`src/rtl/pbit_field_accum_pkg.sv`:
```
// pbit_field_accum_pkg: shared encodings for the p-bit field accumulator
// Holds the FSM state encoding, spin encoding and Q-format/address helpers.
package pbit_field_accum_pkg;
   typedef enum logic [1:0] {
      IDLE  = 2'd0,
      FETCH = 2'd1,
      ADD   = 2'd2,
      DONE  = 2'd3
   } state_t;
   localparam logic SPIN_POS = 1'b1;
   localparam logic SPIN_NEG = 1'b0;
   function automatic int addr_w(input int n);
      return n > 1 ? $clog2(n) : 1;
   endfunction
   function automatic logic [63:0] q_one(input int q);
      return 64'd1 << q;
   endfunction
endpackage

```
`src/rtl/pbit_field_accum_if.sv`:
```
// pbit_field_accum_if: request/result and weight RAM signals of the field accumulator
// master: requester + weight RAM side; slave: the accumulator.
//   start/bias/spins : request, captured on accepted start
//   w_addr/w_rd_en   : weight RAM read request; w_data returns one cycle later
//   busy/done/sum/ovf: status and result
interface pbit_field_accum_if
   import pbit_field_accum_pkg::*;
#(
   parameter int N      = 32,
   parameter int N_SPIN = 8
);
   localparam int AW = addr_w(N_SPIN);
   logic              start;
   logic [N-1:0]      bias;
   logic [N_SPIN-1:0] spins;
   logic [AW-1:0]     w_addr;
   logic              w_rd_en;
   logic [N-1:0]      w_data;
   logic              busy;
   logic              done;
   logic [N-1:0]      sum;
   logic              ovf;
   modport master (
      output start, bias, spins, w_data,
      input  w_addr, w_rd_en, busy, done, sum, ovf
   );
   modport slave (
      input  start, bias, spins, w_data,
      output w_addr, w_rd_en, busy, done, sum, ovf
   );
endinterface

```
`src/rtl/pbit_field_accum_qadd.sv`:
```
// qadd: combinational sign-magnitude Q-format adder
//   a, b : sign-magnitude operands (bit N-1 = sign)
//   c    : sign-magnitude result, never -0
//   ovr  : magnitude overflow (only possible for like signs)
module qadd #(
   parameter int Q = 15,
   parameter int N = 32
) (
   input  logic [N-1:0] a,
   input  logic [N-1:0] b,
   output logic [N-1:0] c,
   output logic         ovr
);
   if (Q >= N - 1) begin : g_bad_q
      $error("qadd: Q must be smaller than N-1");
   end
   logic [N-1:0] msum;
   logic         same;
   logic         a_ge;
   logic [N-2:0] mag;
   logic         sgn;
   always_comb begin
      msum = {1'b0, a[N-2:0]} + {1'b0, b[N-2:0]};
      same = a[N-1] == b[N-1];
      a_ge = a[N-2:0] >= b[N-2:0];
      mag  = same ? msum[N-2:0] : a_ge ? a[N-2:0] - b[N-2:0] : b[N-2:0] - a[N-2:0];
      sgn  = same ? a[N-1] : a_ge ? a[N-1] : b[N-1];
      ovr  = same & msum[N-1];
      c    = {sgn & |mag, mag};
   end
endmodule

```
`src/rtl/pbit_field_accum.sv`:
```
// pbit_field_accum: sequential local-field accumulator I = bias + sum_j(m_j * W_j)
//   clk, rst : clock, asynchronous active-high reset
//   bus      : slave side of pbit_field_accum_if (request, weight RAM, result)
module pbit_field_accum
   import pbit_field_accum_pkg::*;
#(
   parameter int N      = 32,
   parameter int Q      = 15,
   parameter int N_SPIN = 8
) (
   input  logic               clk,
   input  logic               rst,
   pbit_field_accum_if.slave  bus
);
   localparam int AW = addr_w(N_SPIN);
   state_t            state, nxt;
   logic [AW-1:0]     idx;
   logic [AW-1:0]     addr_q;
   logic [N_SPIN-1:0] spin_q;
   logic [N-1:0]      acc;
   logic              ovf_q;
   logic [N-1:0]      op;
   logic [N-1:0]      qsum;
   logic              qovr;
   logic              last;
   qadd #(.Q(Q), .N(N)) u_qadd (
      .a   (acc),
      .b   (op),
      .c   (qsum),
      .ovr (qovr)
   );
   // A -1 spin flips the weight sign; a zero weight stays +0.
   always_comb begin
      op   = {|bus.w_data[N-2:0] & (bus.w_data[N-1] ^ (spin_q[idx] == SPIN_NEG)), bus.w_data[N-2:0]};
      last = idx == AW'(N_SPIN - 1);
   end
   always_ff @(posedge clk or posedge rst)
      if (rst) state <= IDLE;
      else     state <= nxt;
   always_comb begin
      nxt = state;
      case (state)
         IDLE:    nxt = bus.start ? FETCH : IDLE;
         FETCH:   nxt = ADD;
         ADD:     nxt = last ? DONE : FETCH;
         default: nxt = IDLE;
      endcase
   end
   // Address is driven live during FETCH and held afterwards.
   always_comb begin
      bus.w_rd_en = state == FETCH;
      bus.w_addr  = state == FETCH ? idx : addr_q;
      bus.busy    = state == FETCH || state == ADD;
      bus.done    = state == DONE;
      bus.sum     = acc;
      bus.ovf     = ovf_q;
   end
   always_ff @(posedge clk or posedge rst)
      if (rst) begin
         acc    <= '0;
         ovf_q  <= 1'b0;
         idx    <= '0;
         spin_q <= '0;
         addr_q <= '0;
      end else begin
         if (state == IDLE && bus.start) begin
            acc    <= bus.bias;
            spin_q <= bus.spins;
            idx    <= '0;
            ovf_q  <= 1'b0;
         end
         if (state == FETCH) addr_q <= idx;
         if (state == ADD) begin
            acc   <= qovr ? {acc[N-1], {(N-1){1'b1}}} : qsum;
            ovf_q <= ovf_q | qovr;
            if (!last) idx <= idx + 1'b1;
         end
      end
endmodule

```
`src/flat_wrapper.sv`:
```
// flat-port wrapper written by rule: the top's interface ports become plain ports
module pbit_field_accum_flat import pbit_field_accum_pkg::*;
#(
   parameter int N      = 32,
   parameter int Q      = 15,
   parameter int N_SPIN = 8
)
  (clk, rst, bus_start, bus_bias, bus_spins, bus_w_data, bus_w_addr, bus_w_rd_en, bus_busy, bus_done, bus_sum, bus_ovf);
  pbit_field_accum_if #(.N(N), .N_SPIN(N_SPIN)) bus_i ();
  input  logic clk;
  input  logic rst;
  input wire logic [$bits(bus_i.start)-1:0] bus_start;
  input wire logic [$bits(bus_i.bias)-1:0] bus_bias;
  input wire logic [$bits(bus_i.spins)-1:0] bus_spins;
  input wire logic [$bits(bus_i.w_data)-1:0] bus_w_data;
  output wire logic [$bits(bus_i.w_addr)-1:0] bus_w_addr;
  output wire logic [$bits(bus_i.w_rd_en)-1:0] bus_w_rd_en;
  output wire logic [$bits(bus_i.busy)-1:0] bus_busy;
  output wire logic [$bits(bus_i.done)-1:0] bus_done;
  output wire logic [$bits(bus_i.sum)-1:0] bus_sum;
  output wire logic [$bits(bus_i.ovf)-1:0] bus_ovf;
  assign bus_i.start = bus_start;
  assign bus_i.bias = bus_bias;
  assign bus_i.spins = bus_spins;
  assign bus_i.w_data = bus_w_data;
  assign bus_w_addr = bus_i.w_addr;
  assign bus_w_rd_en = bus_i.w_rd_en;
  assign bus_busy = bus_i.busy;
  assign bus_done = bus_i.done;
  assign bus_sum = bus_i.sum;
  assign bus_ovf = bus_i.ovf;
  pbit_field_accum #(.N(N), .Q(Q), .N_SPIN(N_SPIN)) u_core (.clk(clk), .rst(rst), .bus(bus_i));
endmodule
```
`config.mk`:
```
export PLATFORM = sky130hd
export DESIGN_NAME = pbit_field_accum_flat
export DESIGN_NICKNAME = d
export VERILOG_FILES = /design/src/rtl/pbit_field_accum_pkg.sv /design/src/rtl/pbit_field_accum_if.sv /design/src/rtl/pbit_field_accum_qadd.sv /design/src/rtl/pbit_field_accum.sv /design/src/flat_wrapper.sv
export SDC_FILE = /design/constraint.sdc
export NUM_CORES = 1
export LEC_CHECK = 0
export CORE_AREA = 5 5 188 190
export DETAILED_ROUTE_END_ITERATION = 12
export DIE_AREA = 0 0 193 195
export MAX_ROUTING_LAYER = met4
export PLACE_DENSITY = 0.49
export SYNTH_ARGS = -nofsm -noshare
export SYNTH_HDL_FRONTEND = slang
export SYNTH_HIERARCHICAL = 1
export SYNTH_SLANG_ARGS = --single-unit
```
`constraint.sdc`:
```
create_clock -name clk -period 4.5 [get_ports clk]
set_input_delay 1.35 -clock clk [delete_from_list [all_inputs] [get_ports clk]]
set_output_delay 1.35 -clock clk [all_outputs]
set_load 0.02 [all_outputs]
```
# [After elaboration in Yosys (flattened, before gate mapping)]
# Index checks and enable logic that the tools add are counted.
[totals] output_inout_bits=39 inputBits=75 wordCells=50 reg_bits=49
[classes] n_reduce_logical=7 bitwise=6 muxes=18 eq_ne=6 n_lt_le_gt_ge=2 n_addsub=4
[op_table] op="$mux 32" count=3
[op_table] op="$mux 31" count=2
[op_table] op="$reduce_or 31->1" count=2
[op_table] op="$sub 31x31->31" count=2
[op_table] op="$add 31x31->32" count=1
[op_table] op="$ge 31x31->1" count=1
[op_table] op="$mux 3" count=4
[op_table] op="$mux 1" count=6
[op_table] op="$pmux 2 s3" count=1
[op_table] op="$eq 2x2->1 const B" count=2
[op_table] op="$lt 3x4->1 const B" count=1
[op_table] op="$add 3x1->3 const B" count=1
[op_table] op="$and 1x1->1" count=3
[op_table] op="$bmux 1 s3" count=1
[op_table] op="$eq 3x3->1 const B" count=1
[op_table] op="$eq 2x1->1 const B" count=1
[op_table] op="$logic_not 2->1" count=1
[op_table] op="$mux 2" count=1
[op_table] op="$ne 2x2->1 const B" count=1
[op_table] op="$reduce_and 2->1" count=1
[op_table] op="$reduce_bool 2->1" count=1
[op_table] op="$eq 1x1->1" count=1
[op_table] op="$logic_and 1x1->1" count=1
[op_table] op="$logic_or 1x1->1" count=1
[op_table] op="other kinds (3)" count=3

# [Depth between registers and ports, before layout]
# Gate-level depths: netlist of run 1.
[depth] word_depth=11 mapped_depth=19 depth_no_buf=16

# [By module]
# Netlist of run 1, hierarchy kept.
[by_module_without_submodules] module="qadd" n_inst=1 cells_each=893 seq_area_each_um2=0.0 area_per_inst_um2=5884.4
[by_module_without_submodules] module="pbit_field_accum" n_inst=1 cells_each=177 seq_area_each_um2=1226.2 area_per_inst_um2=2358.5

# [Least setup slack after synthesis of run 1]
# No wires, ideal clock.
[synth_timing] kind="input to register" start="input port bus_w_data[0]" end="register u_core.acc[31] (netlist: u_core/bus.sum[31])" n_path_buf=0 setup_slack_ps=-91 t_arrival_ps=4454 required_time_ps=4363 setup_time_ps=137 path_stages=15 cell_sequence="ha_1 > fa_1 > nor2b_1 > o311ai_0 > a21oi_1 > a22o_1 > o211ai_1 > a21oi_1 > a2111oi_0 > o21a_1 > o2111ai_1 > nor4_1 > nor2_1 > mux2i_1 > a21oi_1"
[synth_between] elab_chain_cells=8 word_cells_on_any_way=18 classes_between="3 x add/sub; 1 x order compare; 2 x eq/ne; 6 x mux; 3 x bitwise; 3 x reduce/logical"
[synth_rtl] element="start: declaration" line="flat_wrapper.sv:15" rtl="input wire logic [$bits(bus_i.w_data)-1:0] bus_w_data;"
[synth_rtl] element="branches (longest 5 deep; another with $sub 31x31->31)"
[synth_rtl] element="$and 1x1->1 (*)" line="pbit_field_accum_qadd.sv:29" rtl="c = {sgn & |mag, mag};"
[synth_rtl] element="named net u_core.qsum[31]" line="pbit_field_accum.sv:23" rtl="logic [N-1:0] qsum;"
[synth_rtl] element="$mux 32 (*)" line="pbit_field_accum.sv:74" rtl="acc <= qovr ? {acc[N-1], {(N-1){1'b1}}} : qsum;"
[synth_rtl] element="$mux 32 (*)" line="pbit_field_accum.sv:73" rtl="if (state == ADD) begin"
[synth_rtl] element="end signal: assignment" line="pbit_field_accum.sv:67" rtl="acc <= bus.bias;"
[synth_rtl] element="end signal: assignment" line="pbit_field_accum.sv:74"
[synth_rtl] element="end: declaration" line="pbit_field_accum.sv:20" rtl="logic [N-1:0] acc;"
# Mark *: on every way through the listed nets, which the timed path passes. The select of a mux whose other input is x is not followed.
# A chain may end at the register's enable or synchronous reset.

# [Worst setup path in the final report of run 1]
[layout_timing] start="input port bus_w_data[8]" end="register u_core.acc[31] (netlist: u_core/bus.sum[31])"
# Same word-level chain as after synthesis.

==> results of run 1 <==
==> metal layers <==
layer  share of wire, %  GRT usage [%]
met1                 46           30.4
met2                 47           36.2
met3                5.2           2.91
met4                1.7           4.38
met5                  0              -
==> worst paths after layout <==
| kind | startpoint | end | slack [ns] | depth (start not counted) |
|---|---|---|---|---|
| worst max-delay path | bus_w_data[8] | u_core/bus.sum[31]$_DFFE_PP0P_ | -0.08 | 16 |
| worst min-delay path | u_core/spin_q[1]$_DFFE_PP0P_ | u_core/spin_q[1]$_DFFE_PP0P_ | 0.50 | 1 |
| worst max register to register | u_core/bus.sum[7]$_DFFE_PP0P_ | u_core/bus.sum[31]$_DFFE_PP0P_ | 0.44 | 16 |
| worst min register to register | u_core/spin_q[1]$_DFFE_PP0P_ | u_core/spin_q[1]$_DFFE_PP0P_ | 0.50 | 1 |
| max in group asynchronous | rst | u_core/state[1]$_DFF_PP0_ | 2.30 | 3 |
| min in group asynchronous | rst | u_core/bus.sum[3]$_DFFE_PP0P_ | 1.36 | 2 |
==> through the flow <==
stage                     hold slack [ns]  utilization, %  TNS, ns  std cells
after floorplan                     0.470               -  -0.0133       1070
after global placement              0.469            38.3   -28.69       1961
after detailed placement            0.484            38.3   -28.12       1961
after CTS                           0.505            42.5  -0.0332       2009
after global routing                0.510            43.9    -3.14       2027
final                               0.499            43.9  -0.0773       2027
==> cells by family after synthesis <==
kind of cell | after synthesis | synth area share (%)
AO/OA/AOI/OAI | 373 | 31.2
adder cells (fa/ha/maj) | 109 | 16.8
flip-flops | 49 | 14.9
XOR/XNOR | 19 | 2.02
AND/OR/NAND/NOR | 308 | 19.5
multiplexers | 53 | 7.50
buffers and inverters | 159 | 8.01
==> flip-flops by register name, indices dropped and copies added, names as in the netlist <==
| name | flops |
|---|---|
| u_core/bus.sum | 32 |
| u_core/spin_q | 8 |
| u_core/addr_q | 3 |
| u_core/idx | 3 |
| u_core/state | 2 |
| u_core/bus.ovf | 1 |
==> timing repair <==
action | in CTS | in global routing
resized for setup | 300 | 89
pin swaps | 68 | 61
setup endpoints to repair | 33 | 33
endpoints found under the hold margin | 0 | 0
buffers inserted | 39 | 20
gates cloned | 1 | 0
==> final cells by class <==
type	instances	area [sq um]	area share [%]
Timing Repair Buffer	560	4690	32.1
Sequential cell	49	1230	8.40
Multi-Input combinational cell	862	7600	52.0
Clock inverter	3	28.8	0.197
Tap cell	448	561	3.84
Inverter	100	375	2.57
Clock buffer	5	125	0.857
==> layout by cell type (no fill, tap or decap), types with 10 or more instances in the layout <==
cell and instances:
mux2_2 43, o21ai_0 52, buf_4 403, nand3_1 18
nor2_1 74, ha_4 28, a21oi_2 14, buf_12 14
nor2b_1 10, o21a_1 12, a21oi_1 81, inv_1 98
nand2b_1 12, o22a_1 30, dfrtp_1 49, buf_2 16
a21o_1 14, ha_1 71, buf_6 37, nor3_1 23
nand4_1 21, o211ai_1 17, clkdlybuf4s50_1 82, nand2_1 50
o21bai_1 13
==> impl_metrics.tcl, run 1 <==
set metrics [dict create \
    status "complete, but fails checks" \
    violations "setup timing" \
    dp_hpwl_um 33800 \
    pre_cts_slack_ns -1.31 \
    synthCells 1070 \
    ys_ff_latch 49 \
    cts_root_buf "clkbuf_16" \
    final_nets 1762 \
    crit_arrival_ns 4.81 \
    finalCriticalPeriod_ns 4.58 \
    fmax_ghz 0.218 \
    htreeDepth 2 \
    synth_fp_nets 1254 \
    cp_num_buf_inv 2 \
    dieArea_sq_mm 0.0376 \
    path_delay_family "simple AND/OR/NAND/NOR gates" \
    post-route-period-util_pct 102 \
    placed_area_sq_mm 0.0128 \
    final_area_sq_mm 0.0146 \
    drc_errors 0 \
    holdCritPathClass "flop to flop" \
    cts_buffer_depth 2 \
    fin_ws_ns -0.0773 \
    cap_viol_max_count 0 \
    io_buffers 113 \
    cp-end-kind "flop" \
    cp_common_cell "or3_4" \
    slew_headroom_pct 57.1 \
    grt_pass1_wl_um 63000 \
    n_fill_cell 3419 \
    synth.yosys.seq_area_share_pct 14.9 \
    diodes 0 \
    synth.most_common_cell "ha_1" \
    ys.flop_type "dfrtp_1" \
    die_h_um 195 \
    initial_core_util_pct 24.8 \
    synth.distinct_cells 84 \
    worstSkewPairLatency_ns 0.35 \
    grt_pass1_vias 10400 \
    cp.required_ns 4.73 \
    crit_path_cell_trace "buf_8 -> ha_4 -> buf_12 -> or3_4 -> nand3b_4 -> a21oi_4 -> a211oi_4 -> or3_1 -> a32o_2 -> or3_4 -> a2111oi_4 -> nand4b_1 -> nor4_2 -> nor2_1 -> mux2i_1 -> a21oi_1" \
    final_antenna_net_count 0 \
    routed_wl_um 41900 \
    path_clk_slew_ns 0.10 \
    crit_type "primary input to flop" \
    fin_skew_ns 0.0208 \
    ys_top_cells_by_area "ha_1, dfrtp_1, mux2_2" \
    final_max_slew_viol_count 0 \
    yosysWarnings 6 \
    cp_max_fo 6 \
    fp.dieW_um 193 \
    synth.avg_cell_area_sq_um 7.70 \
    ys_async_sr_fraction_pct 100 \
    grt_max_degree 33 \
    hold_viol_final 0 \
    rsz0062_at_grt "true" \
    vias_per_cell 5.06 \
    drive_gt1_share_pct 44.7 \
    grt_usage_pct 22.5 \
    syn_to_final_growth_pct 77.2 \
    yosys.area.top_type "ha_1" \
    coreArea_sq_mm 0.0333 \
    synth_edf_count 0 \
    ctsHoldBuffers 0 \
    gr-total-overflow 0 \
    drt_first_pass_iters 5 \
    wl_per_cell_um 20.7 \
    synth_top_area_share_pct 16.1 \
    synth.cells.most_frequent "ha_1, inv_1, a21oi_1" \
    worst_setup_path_start_kind "primary input" \
    first_iter_violations 648 \
    crit_path_top_delay_cell "or3_4" \
    cts_num_sinks 49 \
    fp-row-count 67 \
    cts_inserted_buffers 5 \
    cts_tree "built" \
    worst_pin_slew_ns 0.644 \
    gp_congestion 0.983 \
    antenna_found_initial 0 \
    io_pins 114 \
    vias 10300 \
    critical-path-max-stage-delay_ns 0.41 \
    syn_area_sq_mm 0.00824 \
    setup_violations 1 \
]
Power of run 1 is not shown: default switching activity piles up to over one toggle a cycle in this logic, so the estimate is an artifact.
==> inputs of run 2 (changes only) <==
--- a/config.mk
+++ b/config.mk
@@ -8,6 +8,7 @@
 export CORE_AREA = 5 5 188 190
 export DETAILED_ROUTE_END_ITERATION = 12
 export DIE_AREA = 0 0 193 195
+export GPL_TIMING_DRIVEN = 0
 export MAX_ROUTING_LAYER = met4
 export PLACE_DENSITY = 0.49
 export SYNTH_ARGS = -nofsm -noshare
==> constraint.sdc (replaced) <==
create_clock -name clk -period 5.75 [get_ports clk]
set_input_delay 1.725 -clock clk [delete_from_list [all_inputs] [get_ports clk]]
set_output_delay 1.725 -clock clk [all_outputs]
set_load 0.02 [all_outputs]
==> impl_metrics.tcl, run 2 (synthesis results as in run 1) <==
set metrics [dict create \
    status "finished, final reports clean" \
    antenna_found_initial 0 \
    drive_gt1_share_pct 18.0 \
    largest_reg_flops 32 \
    crit_path_cell_trace "clkdlybuf4s50_1 -> ha_4 -> buf_4 -> or2_2 -> or4b_1 -> a211oi_2 -> nor2_1 -> o2111a_1 -> a221o_1 -> o41ai_4 -> a2111oi_4 -> nand4b_1 -> nor4_2 -> nor2_1 -> mux2i_1 -> a21oi_1" \
    placed_area_sq_mm 0.00995 \
    holdCritPathClass "flop to flop" \
    grt_usage_pct 20.1 \
    drc_errors 0 \
    grt_max_degree 33 \
    vias_per_cell 5.54 \
    slew_headroom_pct 42.5 \
    final_antenna_net_count 0 \
    fmax_ghz 0.178 \
    gp_congestion 0.954 \
    setup_violations 0 \
    crit_arrival_ns 5.88 \
    grt_pass1_vias 8984 \
    syn_to_final_growth_pct 32.0 \
    gr-total-overflow 0 \
    grt_pass1_wl_um 56600 \
    post-route-period-util_pct 97.7 \
    drt_first_pass_iters 5 \
    worst_setup_path_start_kind "primary input" \
    path_delay_family "compound AO/OA/AOI/OAI gates" \
    cp_num_buf_inv 2 \
    cts_num_sinks 49 \
    cts_buffer_depth 2 \
    critical-path-max-stage-delay_ns 0.60 \
    dp_hpwl_um 30500 \
    vias 9154 \
    fp-row-count 67 \
    path_clk_slew_ns 0.10 \
    cp.required_ns 6.02 \
    cts_inserted_buffers 5 \
    fin_skew_ns 0.0191 \
    crit_path_top_delay_cell "clkdlybuf4s50_1" \
    dieArea_sq_mm 0.0376 \
    holdWs_ns 0.501 \
    htreeDepth 2 \
    ctsHoldBuffers 0 \
    cp-end-kind "flop" \
    fp.dieW_um 193 \
    hold_viol_final 0 \
    cts_root_buf "clkbuf_16" \
    coreArea_sq_mm 0.0333 \
    cts_tree "built" \
    worst_pin_slew_ns 0.862 \
    wl_per_cell_um 23.0 \
    final_nets 1387 \
    diodes 0 \
    finalCriticalPeriod_ns 5.62 \
    final_cell_mix "clkdlybuf4s50_1, ha_1, inv_1" \
    die_h_um 195 \
    first_iter_violations 764 \
    cp_common_cell "nor2_1" \
    worstSkewPairLatency_ns 0.33 \
    final_max_slew_viol_count 0 \
    initial_core_util_pct 24.8 \
    utilization_pct 32.7 \
    io_pins 114 \
    io_buffers 113 \
    cap_viol_max_count 0 \
    cp_max_fo 10 \
    routed_wl_um 38100 \
    setup_tns_ns 0 \
    final_area_sq_mm 0.0109 \
    crit_type "primary input to flop" \
]
==> run 2: routing by layer <==
metal / track usage, % / vias up / wire length [um]
li1: - / 4237 / -
met1: 27.1 / 4490 / 17200
met2: 31.6 / 375 / 17400
met3: 3.04 / 52 / 2400
met4: 5.46 / 0 / 1010
met5: - / - / 0
==> run 2: final timing paths <==
kind                                       startpoint                              to  slack, ns  cells after the start
max                                     bus_w_data[7]  u_core/bus.sum[31]$_DFFE_PP0P_       0.13                     16
min                        u_core/addr_q[0]$_DFF_PP0_      u_core/addr_q[0]$_DFF_PP0_       0.50                      1
max reg2reg                   u_core/idx[0]$_DFF_PP0_  u_core/bus.sum[31]$_DFFE_PP0P_       1.37                     15
min reg2reg                u_core/addr_q[0]$_DFF_PP0_      u_core/addr_q[0]$_DFF_PP0_       0.50                      1
max in group asynchronous                         rst  u_core/bus.sum[27]$_DFFE_PP0P_       3.44                      3
min in group asynchronous                         rst  u_core/bus.sum[17]$_DFFE_PP0P_       1.74                      2
==> run 2: timing repair <==
| item | in CTS | in global routing |
|---|---|---|
| setup endpoints to repair | 33 | 31 |
| resized for setup | 87 | 83 |
| cloned | 0 | 0 |
| pin swaps | 7 | 17 |
| buffers inserted | 4 | 9 |
==> run 2: cell type report <==
class,instances,area [sq um]
fill,3630,22400
multi-input combinational,862,6940
timing repair buffer,127,1260
sequential,49,1230
tap,448,561
inverter,100,375
buffer,58,362
clock buffer,5,125
clock inverter,3,28.8
==> run 2: per-stage QoR <==
| step | setup WS, ns | cells |
|---|---|---|
| floorplan | 0.784 | 1070 |
| global placement | -1.84 | 1631 |
| detailed placement | -1.88 | 1632 |
| CTS | 0.00161 | 1643 |
| global route | -0.00315 | 1652 |
| finish | 0.134 | 1652 |
Power of run 2 is left out for the same reason.
